$ cat config.mk
export PLATFORM = sky130hd
export DESIGN_NAME = icache_direct_mapped_flat
export DESIGN_NICKNAME = d
export VERILOG_FILES = /design/src/rtl/icache_direct_mapped_pkg.sv /design/src/rtl/icache_direct_mapped_if.sv /design/src/rtl/icache_line_array.sv /design/src/rtl/icache_direct_mapped.sv /design/src/flat_wrapper.sv
export SDC_FILE = /design/constraint.sdc
export NUM_CORES = 2
export LEC_CHECK = 0
export CORE_MARGIN = 3
export CORE_UTILIZATION = 65
export CTS_BUF_LIST = sky130_fd_sc_hd__clkbuf_4 sky130_fd_sc_hd__clkbuf_8
export DETAILED_ROUTE_END_ITERATION = 8
export GPL_ROUTABILITY_DRIVEN = 0
export GPL_TIMING_DRIVEN = 0
export PLACE_DENSITY_LB_ADDON = 0.05
export SETUP_SLACK_MARGIN = 0.1
export SYNTH_ARGS = -nofsm -noshare
export SYNTH_HDL_FRONTEND = slang
export SYNTH_SLANG_ARGS = --single-unit
$ cat constraint.sdc
create_clock -name clk -period 6.23 [get_ports clk]
set_input_delay 1.246 -clock clk [delete_from_list [all_inputs] [get_ports clk]]
set_output_delay 1.246 -clock clk [all_outputs]
set_load 0.02 [all_outputs]
$ cat src/rtl/icache_direct_mapped_pkg.sv
// rtl/icache_direct_mapped_pkg.sv - shared types and constants for the direct-mapped instruction cache
package icache_direct_mapped_pkg;

    localparam int LINE_WORDS = 4;
    localparam int OFF_W      = 2;
    localparam int LINE_BITS  = LINE_WORDS * 32;

    typedef enum logic [1:0] {
        S_IDLE   = 2'd0,
        S_REFILL = 2'd1,
        S_DONE   = 2'd2
    } state_e;

    function automatic logic [31:0] line_word(input logic [LINE_BITS-1:0] line,
                                              input logic [OFF_W-1:0]     off);
        return line[off*32 +: 32];
    endfunction

endpackage

$ cat src/rtl/icache_direct_mapped_if.sv
// rtl/icache_direct_mapped_if.sv - fetch-side and refill-side signals of the instruction cache
interface icache_direct_mapped_if #(
    parameter int ADDR_W = 30
);
    logic              proc_read;
    logic [ADDR_W-1:0] proc_addr;
    logic [31:0]       proc_rdata;
    logic              proc_stall;
    logic              mem_read;
    logic [ADDR_W-3:0] mem_addr;
    logic [127:0]      mem_rdata;
    logic              mem_ready;

    modport slave (
        input  proc_read, proc_addr, mem_rdata, mem_ready,
        output proc_rdata, proc_stall, mem_read, mem_addr
    );

    modport master (
        output proc_read, proc_addr, mem_rdata, mem_ready,
        input  proc_rdata, proc_stall, mem_read, mem_addr
    );
endinterface

$ cat src/rtl/icache_line_array.sv
// rtl/icache_line_array.sv - register-based valid/tag/data storage, one read and one write port
module icache_line_array
    import icache_direct_mapped_pkg::*;
#(
    parameter  int LINES = 8,
    parameter  int TAG_W = 25,
    localparam int IDX_W = $clog2(LINES)
) (
    input  logic                 clk,
    input  logic                 rst_n,
    input  logic [IDX_W-1:0]     rd_idx,
    output logic                 rd_valid,
    output logic [TAG_W-1:0]     rd_tag,
    output logic [LINE_BITS-1:0] rd_line,
    input  logic                 we,
    input  logic [IDX_W-1:0]     wr_idx,
    input  logic [TAG_W-1:0]     wr_tag,
    input  logic [LINE_BITS-1:0] wr_line
);

    logic [LINES-1:0]     valid_q, valid_d;
    logic [TAG_W-1:0]     tag_q  [LINES];
    logic [TAG_W-1:0]     tag_d  [LINES];
    logic [LINE_BITS-1:0] data_q [LINES];
    logic [LINE_BITS-1:0] data_d [LINES];

    always_comb begin
        valid_d = valid_q;
        tag_d   = tag_q;
        data_d  = data_q;
        if (we) begin
            valid_d[wr_idx] = 1'b1;
            tag_d[wr_idx]   = wr_tag;
            data_d[wr_idx]  = wr_line;
        end
    end

    always_ff @(posedge clk or negedge rst_n) begin
        if (!rst_n) begin
            valid_q <= '0;
            for (int i = 0; i < LINES; i++) begin
                tag_q[i]  <= '0;
                data_q[i] <= '0;
            end
        end else begin
            valid_q <= valid_d;
            tag_q   <= tag_d;
            data_q  <= data_d;
        end
    end

    assign rd_valid = valid_q[rd_idx];
    assign rd_tag   = tag_q[rd_idx];
    assign rd_line  = data_q[rd_idx];

endmodule

$ cat src/rtl/icache_direct_mapped.sv
// rtl/icache_direct_mapped.sv - read-only direct-mapped instruction cache with whole-line refill
module icache_direct_mapped
    import icache_direct_mapped_pkg::*;
#(
    parameter int LINES  = 8,
    parameter int ADDR_W = 30,
    parameter int CNT_W  = 16
) (
    input  logic                 clk,
    input  logic                 rst_n,
    icache_direct_mapped_if.slave bus,
    output logic [CNT_W-1:0]     miss_count
);

    localparam int IDX_W   = $clog2(LINES);
    localparam int TAG_W   = ADDR_W - IDX_W - OFF_W;
    localparam int LADDR_W = ADDR_W - OFF_W;

    state_e               state_q, state_d;
    logic [LADDR_W-1:0]   miss_addr_q, miss_addr_d;
    logic [CNT_W-1:0]     miss_count_q, miss_count_d;

    logic [OFF_W-1:0]     offset;
    logic [IDX_W-1:0]     index;
    logic [TAG_W-1:0]     tag;
    logic                 rd_valid;
    logic [TAG_W-1:0]     rd_tag;
    logic [LINE_BITS-1:0] rd_line;
    logic                 hit;
    logic                 we;
    logic                 stall;
    logic                 mem_read;
    logic [31:0]          rdata;

    assign offset = bus.proc_addr[OFF_W-1:0];
    assign index  = bus.proc_addr[IDX_W+OFF_W-1:OFF_W];
    assign tag    = bus.proc_addr[ADDR_W-1:IDX_W+OFF_W];

    icache_line_array #(
        .LINES (LINES),
        .TAG_W (TAG_W)
    ) u_lines (
        .clk      (clk),
        .rst_n    (rst_n),
        .rd_idx   (index),
        .rd_valid (rd_valid),
        .rd_tag   (rd_tag),
        .rd_line  (rd_line),
        .we       (we),
        .wr_idx   (miss_addr_q[IDX_W-1:0]),
        .wr_tag   (miss_addr_q[LADDR_W-1:IDX_W]),
        .wr_line  (bus.mem_rdata)
    );

    assign hit = bus.proc_read && rd_valid && (rd_tag == tag);

    always_comb begin
        state_d      = state_q;
        miss_addr_d  = miss_addr_q;
        miss_count_d = miss_count_q;
        stall        = 1'b0;
        mem_read     = 1'b0;
        we           = 1'b0;
        rdata        = 32'h0;
        case (state_q)
            S_IDLE: begin
                if (bus.proc_read) begin
                    if (hit) begin
                        rdata = line_word(rd_line, offset);
                    end else begin
                        stall       = 1'b1;
                        miss_addr_d = bus.proc_addr[ADDR_W-1:OFF_W];
                        if (miss_count_q != '1) begin
                            miss_count_d = miss_count_q + CNT_W'(1);
                        end
                        state_d = S_REFILL;
                    end
                end
            end
            S_REFILL: begin
                stall    = 1'b1;
                mem_read = 1'b1;
                if (bus.mem_ready) begin
                    we      = 1'b1;
                    state_d = S_DONE;
                end
            end
            S_DONE: begin
                // One settle cycle so the re-presented address hits the freshly written line.
                stall   = 1'b1;
                state_d = S_IDLE;
            end
            default: state_d = S_IDLE;
        endcase
    end

    always_ff @(posedge clk or negedge rst_n) begin
        if (!rst_n) begin
            state_q      <= S_IDLE;
            miss_addr_q  <= '0;
            miss_count_q <= '0;
        end else begin
            state_q      <= state_d;
            miss_addr_q  <= miss_addr_d;
            miss_count_q <= miss_count_d;
        end
    end

    assign bus.proc_stall = stall;
    assign bus.proc_rdata = rdata;
    assign bus.mem_read   = mem_read;
    assign bus.mem_addr   = miss_addr_q;
    assign miss_count     = miss_count_q;

endmodule
$ cat src/flat_wrapper.sv
// flat-port wrapper written by rule: the top's interface ports become plain ports
module icache_direct_mapped_flat import icache_direct_mapped_pkg::*;
#(
    parameter int LINES  = 8,
    parameter int ADDR_W = 30,
    parameter int CNT_W  = 16
)
  (clk, rst_n, miss_count, bus_proc_read, bus_proc_addr, bus_mem_rdata, bus_mem_ready, bus_proc_rdata, bus_proc_stall, bus_mem_read, bus_mem_addr);
  icache_direct_mapped_if #(.ADDR_W(ADDR_W)) bus_i ();
  input  logic clk;
  input  logic rst_n;
  output logic [CNT_W-1:0] miss_count;
  input wire logic [$bits(bus_i.proc_read)-1:0] bus_proc_read;
  input wire logic [$bits(bus_i.proc_addr)-1:0] bus_proc_addr;
  input wire logic [$bits(bus_i.mem_rdata)-1:0] bus_mem_rdata;
  input wire logic [$bits(bus_i.mem_ready)-1:0] bus_mem_ready;
  output wire logic [$bits(bus_i.proc_rdata)-1:0] bus_proc_rdata;
  output wire logic [$bits(bus_i.proc_stall)-1:0] bus_proc_stall;
  output wire logic [$bits(bus_i.mem_read)-1:0] bus_mem_read;
  output wire logic [$bits(bus_i.mem_addr)-1:0] bus_mem_addr;
  assign bus_i.proc_read = bus_proc_read;
  assign bus_i.proc_addr = bus_proc_addr;
  assign bus_i.mem_rdata = bus_mem_rdata;
  assign bus_i.mem_ready = bus_mem_ready;
  assign bus_proc_rdata = bus_i.proc_rdata;
  assign bus_proc_stall = bus_i.proc_stall;
  assign bus_mem_read = bus_i.mem_read;
  assign bus_mem_addr = bus_i.mem_addr;
  icache_direct_mapped #(.LINES(LINES), .ADDR_W(ADDR_W), .CNT_W(CNT_W)) u_core (.clk(clk), .rst_n(rst_n), .bus(bus_i), .miss_count(miss_count));
endmodule
* Yosys cells after proc, flatten, opt, wreduce, memory -nomap -nowiden
Cells that the tools add are included.
** Operators by class
- Reductions and logical operators :: 9
- Shift-type cells :: 1
- Eq/ne operators :: 7
- Mux-type cells :: 29
- Bitwise gates (word level) :: 4
- Add/subtract/negate cells :: 1
- Order comparisons :: 6
** Operator list (count)
- 1024-bit bitwise mux :: 1
- 128-bit binary-select mux with 3-bit select :: 1
- 128-bit demux with 3-bit select :: 1
- 128-bit 2-to-1 mux :: 3
- 200-bit bitwise mux :: 1
- 128-bit by 8-bit indexed part select with 32-bit output :: 1
- 32-bit 2-to-1 mux :: 3
- 25-bit binary-select mux with 3-bit select :: 1
- 25-bit demux with 3-bit select :: 1
- 25-bit 2-to-1 mux :: 3
- 25-bit == test :: 1
- 16-bit by 1-bit adder with 16-bit output (second input constant) :: 1
- 16-bit != test (second input constant) :: 1
- 4-bit greater-or-equal comparator (second input constant) :: 2
- 3-bit by 4-bit less-than comparator with 1-bit output (second input constant) :: 2
- 3-bit NOT with 4-bit output :: 2
- 8-bit OR :: 1
- 1-bit 2-to-1 mux :: 7
- 2-bit 2-to-1 mux :: 3
- 2-bit != test (second input constant) :: 3
- 3-bit AND reduction :: 2
- 1-bit logical AND :: 4
- 4-bit by 1-bit less-than comparator with 1-bit output (second input constant) :: 1
- 2-bit one-hot mux with 2 select lines :: 1
- 10 further kinds :: 10
** Word-level totals
- Word-level logic and storage cells :: 77
- Register bits :: 1278
- Output and inout bits :: 78

* Depth between registers and ports, before layout
- Word-level depth :: 9
- Gate-level depth with buffers :: 12

* Hierarchy
A second synthesis with hierarchy kept.
** Second synthesis, totals
- Cell total of the unflattened synthesis :: 3428
- Area total of the unflattened synthesis :: 57913.0 µm²
** Modules (own cells, without submodules)
- icache_line_array :: instances 1, cells each 3155, area an instance 54612.4 µm², sequential area each 30829.6 µm²
- icache_direct_mapped :: instances 1, cells each 273, area an instance 3300.7 µm², sequential area each 1151.1 µm²

* Worst setup path after synthesis
Ideal clock, no wire load.
- Kind :: input -> output
- Start point :: input port bus_proc_addr[3]
- End point :: output port bus_proc_rdata[10]
- Arrival :: 3.710 ns
- Path buffers :: 6
- Slack :: 1.274 ns
- Stages :: 10
- Cell sequence :: buf_2 buf_2 buf_4 buf_4 clkbuf_1 buf_1 mux4_2 mux4_2 mux2i_1 nor2_1
** Between the ends
- Longest elaborated chain between the ends :: 9
- Elaborated cells on any way between the ends :: 16
** Ends and longest elaborated chain
- start, declared :: line flat_wrapper.sv:14 : input wire logic [$bits(bus_i.proc_addr)-1:0] bus_proc_addr;
- branches (longest 6 deep; another with 128-bit binary-select mux with 3-bit select)
- 32-bit 2-to-1 mux (*) :: line icache_direct_mapped.sv:68 : if (hit) begin
- 32-bit 2-to-1 mux (*) :: line icache_direct_mapped.sv:67 : if (bus.proc_read) begin
- 32-bit 2-to-1 mux (*) :: line icache_direct_mapped.sv:65 : case (state_q)
- end, declared :: line flat_wrapper.sv:17 : output wire logic [$bits(bus_i.proc_rdata)-1:0] bus_proc_rdata;
Mark *: on every way between the ends. The select of a mux whose other input is x is not followed.

* Worst setup path in the final report
- Start point :: input port bus_proc_addr[3]
- End point :: output port bus_proc_rdata[13]
Same word-level chain as after synthesis.

==> flow_summary.json <==
{
  "syn_nets": 3553,
  "slew_viol_final": 0,
  "max_freq_mhz": 163.7,
  "final_common_cell": "dfrtp_1",
  "grt_start_max_net_pins": 208,
  "finalCritPeriodShare_pct": 98.03,
  "slew_headroom_pct": 10.70,
  "h-tree-depth": 4,
  "whs_ps": 303.6,
  "reg2reg_slack_ps": 1740,
  "layout-drive-gt1-share_pct": 52.62,
  "dieArea_um2": 91580,
  "critPathKind": "in -> out",
  "syn_area_per_cell_um2": 16.89,
  "met2_length_um": 72110,
  "outcome": "completed",
  "rsz0062_at_grt": "true",
  "initial_core_util_pct": 65.72,
  "hp-class": "in -> async",
  "startpoint_type": "primary input",
  "fp.dieH_um": 302.6,
  "final_nets": 4004,
  "antenna_found_initial": 27,
  "leakage_nw": 29.23,
  "ys_ff_latch": 1278,
  "grt_pass1_vias": 36347,
  "drv_cap": 0,
  "met1_length_um": 61820,
  "dr_wl_met3_um": 10760,
  "overflow": 0,
  "path_clk_slew_ps": 60,
  "synth_seq_area_share_pct": 55.92,
  "cp.required_ps": 4980,
  "cp.arrival_ps": 4860,
  "routed_via_density": 6.458,
  "cts.sinks": 1278,
  "fin_setup_tns_ps": 0,
  "core-area_um2": 87020,
  "yosysWarningCount": 0,
  "rows": 108,
  "port_buffers": 234,
  "worst_slew_pin_slew_ps": 1340,
  "dp_hpwl_um": 105300,
  "timing.rr.start": "u_core.state_q[1]",
  "final_cell_mix": "dfrtp_1, mux2_2, mux4_2",
  "area_delta_synth_final_pct": 15.34,
  "grt_use_total_pct": 33.97,
  "drcViolationCount": 0,
  "p_per_area_nw_per_um2": 474.5,
  "crit_path_max_fanout": 10,
  "fillCellCount": 5144,
  "total_power_mw": 31.30,
  "synth_area_um2": 57190,
  "netlist_instances": 3387,
  "clockBufferDepth": 3,
  "die_w_um": 302.6,
  "top_layer": "met5",
  "clk-insertion-delay-late_ps": 880,
  "first_pass_iters": 6,
  "grt_pass1_wl_um": 228000,
  "clockRootBuffer": "clkbuf_8",
  "initialDrtViolationCount": 2387,
  "cp-end-kind": "output pin",
  "cts_tree": "yes",
  "peakVddDrop_mv": 0.3286,
  "worstReg2RegEnd": "u_core.u_lines.data_q[837]",
  "setup_violations": 0,
  "ant_nets": 0,
  "vias": 33461,
  "wl_per_cell_um": 29.27,
  "final_core_util_pct": 75.80,
  "yosysUniqueCellTypes": 43,
  "ios": 240,
  "numCtsBuffers": 203,
  "fin_worst_skew_ps": 25.78,
  "reg2reg_depth": 8,
  "hold_buffers": 0,
  "finalHoldViolCount": 0,
  "min_period_ps": 6107,
  "wl_um": 151700
}
==> critical path, cell delays in order <==
cell	delay, ps
buf_2	260
buf_4	280
buf_6	230
buf_6	260
clkbuf_4	340
clkbuf_8	260
mux4_2	330
mux4_2	640
mux2i_1	360
nor2_1	70
clkdlybuf4s50_1	550
==> synthesized netlist by cell type (all sizes together) <==
cell     instances  area [um^2]
dfrtp         1278        31980
mux2          1265        14320
mux4           358         8063
clkbuf         170        638.1
mux2i           68        680.7
buf             59        327.8
nor2            52        195.2
xor2            21        183.9
xnor2           15        131.4
nand3           14        70.07
nand2           12        45.04
nand4           10        62.56
and3             8        50.05
or2              6        37.54
nand2b           5        31.28
nor2b            5        31.28
ha               4        50.05
inv              4        15.01
o22ai            4        25.02
a221oi           3        26.28
nand3b           3        22.52
or3              3        18.77
a211oi           2        15.01
a21oi            2        10.01
a311oi           2        35.04
and2             2        12.51
nor4             2        27.53
o2111ai          2        17.52
a22o             1        8.760
a22oi            1        7.510
a2bb2oi          1        8.760
a31o             1        8.760
and4b            1        10.01
o21ai            1        5.000
o22a             1        8.760
o2bb2ai          1        8.760
==> registers in the layout, summed over array words and instances (netlist names) <==
| register | flops |
|---|---|
| u_core.miss_count | 16 |
| u_core.u_lines.data_q | 1024 |
| u_core.u_lines.valid_q | 8 |
| u_core.state_q | 2 |
| u_core.bus.mem_addr | 28 |
| u_core.u_lines.tag_q | 200 |
==> cell type report <==
type / instances / area, um^2 / share of cell area, %
Clock inverter: 22 / 153.9 / 0.2333
Tap cell: 1155 / 1445 / 2.191
Timing Repair Buffer: 246 / 2600 / 3.942
Buffer: 229 / 1202 / 1.823
Multi-Input combinational cell: 1876 / 24280 / 36.81
Sequential cell: 1278 / 31980 / 48.48
Clock buffer: 347 / 4225 / 6.406
Antenna cell: 24 / 60.06 / 0.09105
Inverter: 4 / 15.01 / 0.02276
==> how the worst max path moves through the flow <==
stage	from	end	cells after the start
2_1_floorplan	bus_proc_addr[3]	bus_proc_rdata[10]	10
3_3_place_gp	rst_n	u_core.u_lines.tag_q[11]	1
3_5_place_dp	bus_proc_addr[3]	bus_proc_rdata[29]	11
4_1_cts	bus_proc_addr[2]	bus_proc_rdata[12]	10
5_1_grt	bus_proc_addr[2]	bus_proc_rdata[13]	10
6_report	bus_proc_addr[3]	bus_proc_rdata[13]	11
==> power breakdown <==
part	internal (mW)	switching, mW
combinational	5.63	3.55
clock	4.27	3.28
sequential	12.3	2.28
==> routing by layer <==
layer  global-route usage (%)  up-vias
li1                         -    13723
met1                    46.81    18185
met3                    7.606      318
met5                        0        -
met4                    14.86       16
met2                    52.95     1219
==> through the flow <==
step	cells	area [um^2]	setup slack [ps]
floorplan	3387	57190	1274
global placement	4776	60980	-48460
detailed placement	4785	61230	-1246
CTS	5157	65870	109.9
global route	5169	65930	85.39
finish	5181	65960	122.7
==> logic make-up after synthesis <==
group	Yosys count	share of synthesized area, %
buffers and inverters	233	1.715
adders and majority gates	4	0.08752
and+or+nand+nor	123	1.074
xor gates and xnor gates	36	0.5513
AOI/OAI and AO/OA	22	0.3238
DFF	1278	55.92
muxes	1691	40.33
==> repair_timing <==
item                       4_1_cts  5_1_grt
gates resized for setup        121       26
pin swaps                        2        0
setup buffers                    3        0
setup endpoints to repair       33       22
hold endpoints to repair         0        0
No activity file was read; power rests on OpenSTA's default activity.
